### src/rtl/aes_round_sequencer_if.sv
// Handshake and sequencing bus between the AES round sequencer and its
// controller / key expansion. The controller side uses the master modport,
// the sequencer itself uses the slave modport.
interface aes_round_sequencer_if;
  logic       start;
  logic       abort;
  logic       enc_dec;
  logic [4:0] state_counter;
  logic [7:0] rcon;
  logic       en_signal;
  logic [3:0] round_idx;
  logic       busy;
  logic       done;

  modport master (
    output start,
    output abort,
    output enc_dec,
    input  state_counter,
    input  rcon,
    input  en_signal,
    input  round_idx,
    input  busy,
    input  done
  );

  modport slave (
    input  start,
    input  abort,
    input  enc_dec,
    output state_counter,
    output rcon,
    output en_signal,
    output round_idx,
    output busy,
    output done
  );
endinterface

### src/rtl/aes_round_sequencer.sv
// AES round sequencer: walks 11 rounds of 20 intra-round steps each and
// produces the step code, the round constant and the round index.
// Optional feature: define AES_SEQ_HOLD_EN to add a 'hold' input that freezes
// the sequence for one cycle per held cycle while running.
//
// state | meaning
// IDLE  | waiting for start; outputs at idle values
// RUN   | advancing one step per cycle (220 cycles without hold)
// DONE  | one-cycle completion pulse, then back to IDLE
module aes_round_sequencer (
  input  logic clk,
  input  logic rst,
`ifdef AES_SEQ_HOLD_EN
  input  logic hold,
`endif
  aes_round_sequencer_if.slave bus
);

  typedef enum logic [1:0] {
    IDLE = 2'd0,
    RUN  = 2'd1,
    DONE = 2'd2
  } state_e;

  localparam logic [4:0] LAST_STEP  = 5'd19;
  localparam logic [3:0] LAST_ROUND = 4'd11;
  localparam logic [7:0] RCON_ENC0  = 8'h01;
  localparam logic [7:0] RCON_DEC0  = 8'h6C;
  localparam logic [7:0] RCON_IDLE  = 8'h01;

  state_e     state_q, state_d;
  logic [4:0] step_q, step_d;
  logic [3:0] round_q, round_d;
  logic [7:0] rcon_q, rcon_d;
  logic       mode_q, mode_d;
  logic       hold_w;

`ifdef AES_SEQ_HOLD_EN
  assign hold_w = hold;
`else
  assign hold_w = 1'b0;
`endif

  // Step index -> step code. The default keeps the output off zero even if
  // the index were ever corrupted.
  function automatic logic [4:0] step_code(input logic [4:0] idx);
    logic [4:0] code;
    case (idx)
      5'd0:    code = 5'd1;
      5'd1:    code = 5'd3;
      5'd2:    code = 5'd7;
      5'd3:    code = 5'd15;
      5'd4:    code = 5'd31;
      5'd5:    code = 5'd30;
      5'd6:    code = 5'd29;
      5'd7:    code = 5'd26;
      5'd8:    code = 5'd21;
      5'd9:    code = 5'd10;
      5'd10:   code = 5'd20;
      5'd11:   code = 5'd9;
      5'd12:   code = 5'd19;
      5'd13:   code = 5'd6;
      5'd14:   code = 5'd12;
      5'd15:   code = 5'd24;
      5'd16:   code = 5'd17;
      5'd17:   code = 5'd2;
      5'd18:   code = 5'd4;
      5'd19:   code = 5'd8;
      default: code = 5'd1;
    endcase
    return code;
  endfunction

  // Encrypt walks rcon forward with xtime; decrypt walks it backwards with
  // the inverse of xtime, so both directions share one register.
  function automatic logic [7:0] rcon_next(input logic [7:0] r, input logic enc);
    logic [7:0] nxt;
    if (enc) begin
      nxt = {r[6:0], 1'b0} ^ (r[7] ? 8'h1B : 8'h00);
    end else begin
      nxt = r[0] ? (((r ^ 8'h1B) >> 1) | 8'h80) : (r >> 1);
    end
    return nxt;
  endfunction

  // State and datapath registers with synchronous reset.
  always_ff @(posedge clk) begin
    if (rst) begin
      state_q <= IDLE;
      step_q  <= 5'd0;
      round_q <= 4'd0;
      rcon_q  <= RCON_IDLE;
      mode_q  <= 1'b1;
    end else begin
      state_q <= state_d;
      step_q  <= step_d;
      round_q <= round_d;
      rcon_q  <= rcon_d;
      mode_q  <= mode_d;
    end
  end

  // Next-state logic; leaving RUN always restores the idle register values.
  always_comb begin
    state_d = state_q;
    step_d  = step_q;
    round_d = round_q;
    rcon_d  = rcon_q;
    mode_d  = mode_q;
    case (state_q)
      IDLE: begin
        // abort wins over a simultaneous start
        if (bus.start && !bus.abort) begin
          state_d = RUN;
          step_d  = 5'd0;
          round_d = 4'd1;
          mode_d  = bus.enc_dec;
          rcon_d  = bus.enc_dec ? RCON_ENC0 : RCON_DEC0;
        end
      end
      RUN: begin
        if (bus.abort) begin
          state_d = IDLE;
          step_d  = 5'd0;
          round_d = 4'd0;
          rcon_d  = RCON_IDLE;
        end else if (!hold_w) begin
          if (step_q == LAST_STEP) begin
            if (round_q == LAST_ROUND) begin
              state_d = DONE;
              step_d  = 5'd0;
              round_d = 4'd0;
              rcon_d  = RCON_IDLE;
            end else begin
              step_d  = 5'd0;
              round_d = round_q + 4'd1;
              rcon_d  = rcon_next(rcon_q, mode_q);
            end
          end else begin
            step_d = step_q + 5'd1;
          end
        end
      end
      DONE: begin
        state_d = IDLE;
      end
      default: begin
        state_d = IDLE;
        step_d  = 5'd0;
        round_d = 4'd0;
        rcon_d  = RCON_IDLE;
      end
    endcase
  end

  // Outputs; the idle register values already produce the idle output set.
  assign bus.state_counter = step_code(step_q);
  assign bus.rcon          = rcon_q;
  assign bus.round_idx     = round_q;
  assign bus.busy          = (state_q == RUN);
  assign bus.en_signal     = (state_q == RUN) && !hold_w;
  assign bus.done          = (state_q == DONE);

endmodule

### src/flat_wrapper.sv
// flat-port wrapper written by rule: the top's interface ports become plain ports
module aes_round_sequencer_flat 
  (clk, rst, bus_start, bus_abort, bus_enc_dec, bus_state_counter, bus_rcon, bus_en_signal, bus_round_idx, bus_busy, bus_done);
  aes_round_sequencer_if bus_i ();
  input  logic clk;
  input  logic rst;
  input wire logic [$bits(bus_i.start)-1:0] bus_start;
  input wire logic [$bits(bus_i.abort)-1:0] bus_abort;
  input wire logic [$bits(bus_i.enc_dec)-1:0] bus_enc_dec;
  output wire logic [$bits(bus_i.state_counter)-1:0] bus_state_counter;
  output wire logic [$bits(bus_i.rcon)-1:0] bus_rcon;
  output wire logic [$bits(bus_i.en_signal)-1:0] bus_en_signal;
  output wire logic [$bits(bus_i.round_idx)-1:0] bus_round_idx;
  output wire logic [$bits(bus_i.busy)-1:0] bus_busy;
  output wire logic [$bits(bus_i.done)-1:0] bus_done;
  assign bus_i.start = bus_start;
  assign bus_i.abort = bus_abort;
  assign bus_i.enc_dec = bus_enc_dec;
  assign bus_state_counter = bus_i.state_counter;
  assign bus_rcon = bus_i.rcon;
  assign bus_en_signal = bus_i.en_signal;
  assign bus_round_idx = bus_i.round_idx;
  assign bus_busy = bus_i.busy;
  assign bus_done = bus_i.done;
  aes_round_sequencer u_core (.clk(clk), .rst(rst), .bus(bus_i));
endmodule
### config.mk
export PLATFORM = sky130hd
export DESIGN_NAME = aes_round_sequencer_flat
export DESIGN_NICKNAME = d
export VERILOG_FILES = /design/src/rtl/aes_round_sequencer_if.sv /design/src/rtl/aes_round_sequencer.sv /design/src/flat_wrapper.sv
export SDC_FILE = /design/constraint.sdc
export NUM_CORES = 1
export LEC_CHECK = 0
export ABC_AREA = 1
export CORE_ASPECT_RATIO = 2
export CORE_MARGIN = 1.5
export CORE_UTILIZATION = 30
export CTS_CLUSTER_SIZE = 16
export DETAILED_ROUTE_END_ITERATION = 10
export PLACE_DENSITY = 0.58
export SYNTH_ARGS = -nofsm -noshare
export SYNTH_HDL_FRONTEND = slang
export SYNTH_SLANG_ARGS = --single-unit
export TNS_END_PERCENT = 50
### constraint.sdc
create_clock -name clk -period 1.79 [get_ports clk]
set_input_delay 0.358 -clock clk [delete_from_list [all_inputs] [get_ports clk]]
set_output_delay 0.358 -clock clk [all_outputs]
set_load 0.02 [all_outputs]
## After elaboration in Yosys (flattened, before gate mapping)

Memories as Yosys holds them, arrays and structs flattened. A register that Yosys moved wholly into a read port is not among the register bits.
Index checks and enable logic that the tools add are counted.

- Bits in registers: 20
- Memory bits (read-only): 160
- Bits of input ports: 5
- Output and inout bits: 20
- Logic and storage cells: 50
- Memories kept: 1

Memory list:

| memory | words | bits a word | rd ports | clocked after Yosys merged registers in | write ports | RTL line | source |
|---|---|---|---|---|---|---|---|
| (name not given) | 32 | 5 | 1 | 1 | 0 | aes_round_sequencer.sv:48 | `case (idx)` |

- Add/subtract/negate cells: 2
- Eq/ne operators: 7
- Muxes and demuxes: 25
- Bitwise gates (word level): 3
- Reduce and logical (&&, ||, !) cells: 7

Operator list:

| kind | number |
|---|---|
| $mux 8 | 6 |
| $mux 5 | 6 |
| $pmux 8 s3 | 1 |
| $mux 4 | 4 |
| $pmux 5 s3 | 1 |
| $pmux 4 s3 | 1 |
| $mux 2 | 4 |
| $xor 8x8->8 | 1 |
| $mux 7 | 1 |
| $ne 3x2->1 const B | 2 |
| $reduce_and 3->1 | 2 |
| $add 5x1->5 const B | 1 |
| $eq 5x5->1 const B | 1 |
| $add 4x1->4 const B | 1 |
| $eq 4x4->1 const B | 1 |
| $not 4->4 | 1 |
| $pmux 2 s2 | 1 |
| $reduce_and 2->1 | 2 |
| $eq 2x1->1 const B | 1 |
| $eq 2x2->1 const B | 1 |
| $logic_not 2->1 | 1 |
| $ne 2x1->1 const B | 1 |
| $logic_and 1x1->1 | 1 |
| $logic_not 1->1 | 1 |
| $not 1->1 | 1 |

## Longest topological paths before layout

- Depth after elaboration: 7
- Depth in mapped cells: 14
- Depth with buffers taken out: 14

## Worst setup path before layout

No wires, ideal clock.

- Path kind: reg-to-reg
- Start point: register u_core.step_q[0]
- End point: register u_core.bus.state_counter[2] (netlist name)
- Library setup time: 0.113 ns
- Arrival time: 1.761 ns
- Data required time: 1.677 ns
- Path slack: -0.083 ns
- Stages on the path, launching flop included: 15
- Buffers on the path: 0
- Clock period less this slack: 1.873 ns
- Cells stage by stage: dfxtp_1 ha_1 nand2_1 clkinv_1 nand2_2 a21oi_2 nor2_4 inv_1 ha_1 inv_1 nand3_1 nand3_1 nand2_1 nand2_1 nand2_1

- Longest elaborated chain between the ends: 6
- Elaborated cells between the ends (all ways): 7
- Those cells by class: add/sub (1); eq/ne (1); mux (5)

Ends and longest elaborated chain:

| item | RTL line | source |
|---|---|---|
| start: declaration | aes_round_sequencer.sv:32 | `logic [4:0] step_q, step_d;` |
| start signal: assignment | aes_round_sequencer.sv:96 | `step_q <= step_d;` |
| $add 5x1->5 / $eq 5x5->1 (equally long branches) | aes_round_sequencer.sv:140, aes_round_sequencer.sv:128 |  |
| $mux 5 | aes_round_sequencer.sv:128 | `if (step_q == LAST_STEP) begin` |
| $mux 5 | aes_round_sequencer.sv:122 | `if (bus.abort) begin` |
| $pmux 5 s3 | aes_round_sequencer.sv:110 | `case (state_q)` |
| $mux 5 (no line) (*) (2 in a row) | - |  |

Mark *: on every way between the ends. The rest lies on a longest branch, timed or not.
A chain may end at the register's enable or synchronous reset.

## Worst setup path in the final report

- Start point: register u_core.rcon_q[0] (netlist: u_core.bus.rcon[0])
- End point: output port bus_rcon[0]

RTL lines:

| item | RTL line | source |
|---|---|---|
| start: declaration | aes_round_sequencer.sv:34 | `logic [7:0] rcon_q, rcon_d;` |
| start signal: assignment | aes_round_sequencer.sv:98 | `rcon_q <= rcon_d;` |
| end: declaration | flat_wrapper.sv:11 | `output wire logic [$bits(bus_i.rcon)-1:0] bus_rcon;` |

No word-level cell between the ends.

==> run metrics <==
Slew Limit Fails=0; Mapped Area=1674 sq um; critical path arrival=1400 ps; TritonCTS clock tree=done; combinational fraction of design power=36.6%; Ant. Diodes=0; I/O pin total=25; largest family of logic cells by synthesized area=simple AND/OR/NAND/NOR gates; Std-Cell Rows=38; hold_buf cts=0; outcome=completed; P_int=1.007 mW; complex-gate fraction of the synthesized area=14.87%; skew final=between 3 and 4 ps; initial DRC count=between 40 and 50; Psw=roughly 580 uW; H-tree depth=1; initial core utilization=30.89%; antenna violations before repair=0; CP peak stage delay=between 600 and 700 ps; CP Max Fanout=7; Async S/R FF share, synth=0%; CTS clk-pin slew, worst paths=100 ps; Synth Register Bits=25; Clk Latency, worst-skew pair=280 ps; Slew headroom=74.32%; ys flop type=dfxtp_1; kind of path behind the tightest hold check=reg2reg; Post-synth top cells=nand2_1 (47), dfxtp_1 (25), inv_1 (24); hold_ws=511.7 ps; count leader, synth=nand2_1; routability cong.=0.9124; syn_area_per_cell=approximately 7.4 sq um; Vias=1685; fin cells=341; cell family with most CP delay=buffers and inverters; xor and xnor area share after synthesis=between 2 and 3%; post-synthesis adder-cell area fraction=around 6%; PD cells=678.5 nW/um^2; fin crit period=about 1800 ps; Slowest-stage cell, CP=clkdlybuf4s50_1; Global Route Usage Sum=16.46%; Synth Net Count=239; placed insts=335; Post-synth EDFFs=0; grt ovf=0; endpoint class of the critical path=output port; Gate Count Post-Synth=approximately 230; CP Data Required Time=about 1400 ps; Seq/Total Area, Yosys=29.90%; Placement Setup Slack=-363.0 ps; critical path cell sequence=clkdlybuf4s50_1; die span in x=55.82 um; Final Hold Viols=0; drt total wl=between 4000 and 5000 um; fin crit share=97.97%; worst setup path start=u_core.bus.rcon[0]; R2R setup slack=70 ps; Tightest Pin Transition=384.7 ps; maxcap violations=0; Highest Signal Layer=met4; share of layout cells above drive strength 1=29.18%; worst vdd ir=0.3825 mV; CTS sink cnt=25; YS warnings=0; number of CTS-inserted buffers=3; DRT Pass-1 Iters=5; simple-gate share of the synthesized area=37.29%; vias per cell=around 5; CP startpoint kind=register; mux contribution to synthesized area=0%; Final setup viols=0; RR Startpoint=u_core.step_q[0]; Die Area=6065 sq um; Area contributors post-synth=dfxtp_1 (30%), nand2_1 (11%), nand3_1 (6.6%), ha_1 (6.0%), o21ai_0 (5.7%); switching share of power=a little over a third; sequential share of power=approximately two fifths; Area growth syn-to-layout=39.84%; WP buf/inv=1; top-area cell type share of the netlist area=about 30%; die height=between 100 and 150 um; Pleak=1.104 nW; # port buffers=24; hold_sp=u_core.bus.rcon[5]; root buffer cell=clkbuf_8; largest net degree at the start of global routing=16; length of routed met2 wiring=2769 um; crit path kind=reg2out; fmax=~570 MHz; Final ANT Viol Nets=0; WL per Instance=13.67 um; setup TNS=0 ps; setup ws final=36.39 ps; number of global-route vias before repair=1779; Cell variety after synth=33; routed length on met3=67 um; Residual DRC=0; Detail Placement HPWL=3731 um; cell type with the highest aggregate area in the netlist=dfxtp_1; final net count=around 300; clock tree buffer depth=2; global-route wire length before repair=just under 8000 um; clock power share=22.9%; Met1 Wirelength=1531 um; core footprint=5420 sq um
==> logic make-up (layout without fill, tap and decap cells) <==
family                     count (synthesis)  after routing
and+or+nand+nor                          112            112
AOI/OAI and AO/OA                         42             42
buffers and inverters                     36             91
DFF                                       25             25
adders and majority gates                  8              8
xor gates and xnor gates                   3              3
==> layer usage <==
| layer | vias up | GRT usage [%] |
|---|---|---|
| li1 | 847 | - |
| met1 | 781 | 14.30 |
| met2 | 35 | 33.33 |
| met3 | 22 | 0.9490 |
| met4 | 0 | 13.10 |
| met5 | - | 0 |
==> flip-flops by register name, indices dropped and copies added (netlist names) <==
signal and cells:
u_core.bus.state_counter 5, u_core.state_q 2, u_core.step_q 5, u_core.bus.round_idx 4
u_core.mode_q 1, u_core.bus.rcon 8
==> timing repair <==
action	4_1_cts	5_1_grt
buffers inserted	0	2
cloned	0	0
gates resized for setup	6	19
endpoints found under the setup margin	7	4
pin swaps	0	7
==> layout by cell type (no fill, tap or decap) <==
cell             count
o211ai_1             5
nor2_8               3
inv_2                6
o2111ai_1            1
xor2_1               2
nor2_4               3
o21ai_1              5
nor2_1              13
dfxtp_1             20
o211a_1              1
ha_1                 5
a21oi_4              1
o21ai_4              1
nor2_2               1
or2_2                1
nand2_4              7
nand3_2              1
a211oi_1             1
nand2_2              8
clkbuf_8             3
clkinv_4             1
dlymetal6s2s_1       1
nand3_1             21
clkdlybuf4s50_1     19
xor2_4               1
buf_4               31
clkinvlp_4           1
buf_12               1
nand2_8              2
inv_1               22
a21oi_1              9
nand4_1              8
nand2_1             44
dfxtp_2              5
ha_4                 3
o21ai_0             18
inv_4                2
dlygate4sd2_1        4
==> power by group through the flow <==
stage                     clock [mW]  combinational [mW]  sequential, mW
after detailed placement           0               0.562           0.651
after floorplan                    0               0.293           0.669
after global placement             0               0.560           0.649
final                          0.364               0.581           0.643
after CTS                      0.377               0.557           0.639
after global routing           0.391               0.638           0.650
==> cell type report <==
type	instances	area, sq um
Fill cell	590	3079
Multi-Input combinational cell	165	1094
Sequential cell	25	506.7
Timing Repair Buffer	56	490.5
Inverter	31	126.4
Tap cell	60	75.07
Clock buffer	3	41.29
Clock inverter	1	7.507
==> final timing paths <==
path,endpoint,depth (start not counted)
hold reg to reg,u_core.bus.rcon[5],2
setup reg to reg,u_core.bus.state_counter[1],14
hold / removal,u_core.bus.rcon[5],2
setup / recovery,bus_rcon[0],1
==> metrics by stage <==
| stage | util [%] | power (mW) | instance area (sq um) |
|---|---|---|---|
| 6_report | 43.19 | 1.588 | 2341 |
| 5_1_grt | 43.19 | 1.679 | 2341 |
| 4_1_cts | 41.64 | 1.573 | 2257 |
| 3_5_place_dp | 40.77 | 1.214 | 2210 |
| 3_3_place_gp | 40.77 | 1.209 | 2210 |
| 2_1_floorplan | - | 0.9621 | 1688 |
Note: power is estimated with default switching activity, not from simulation.
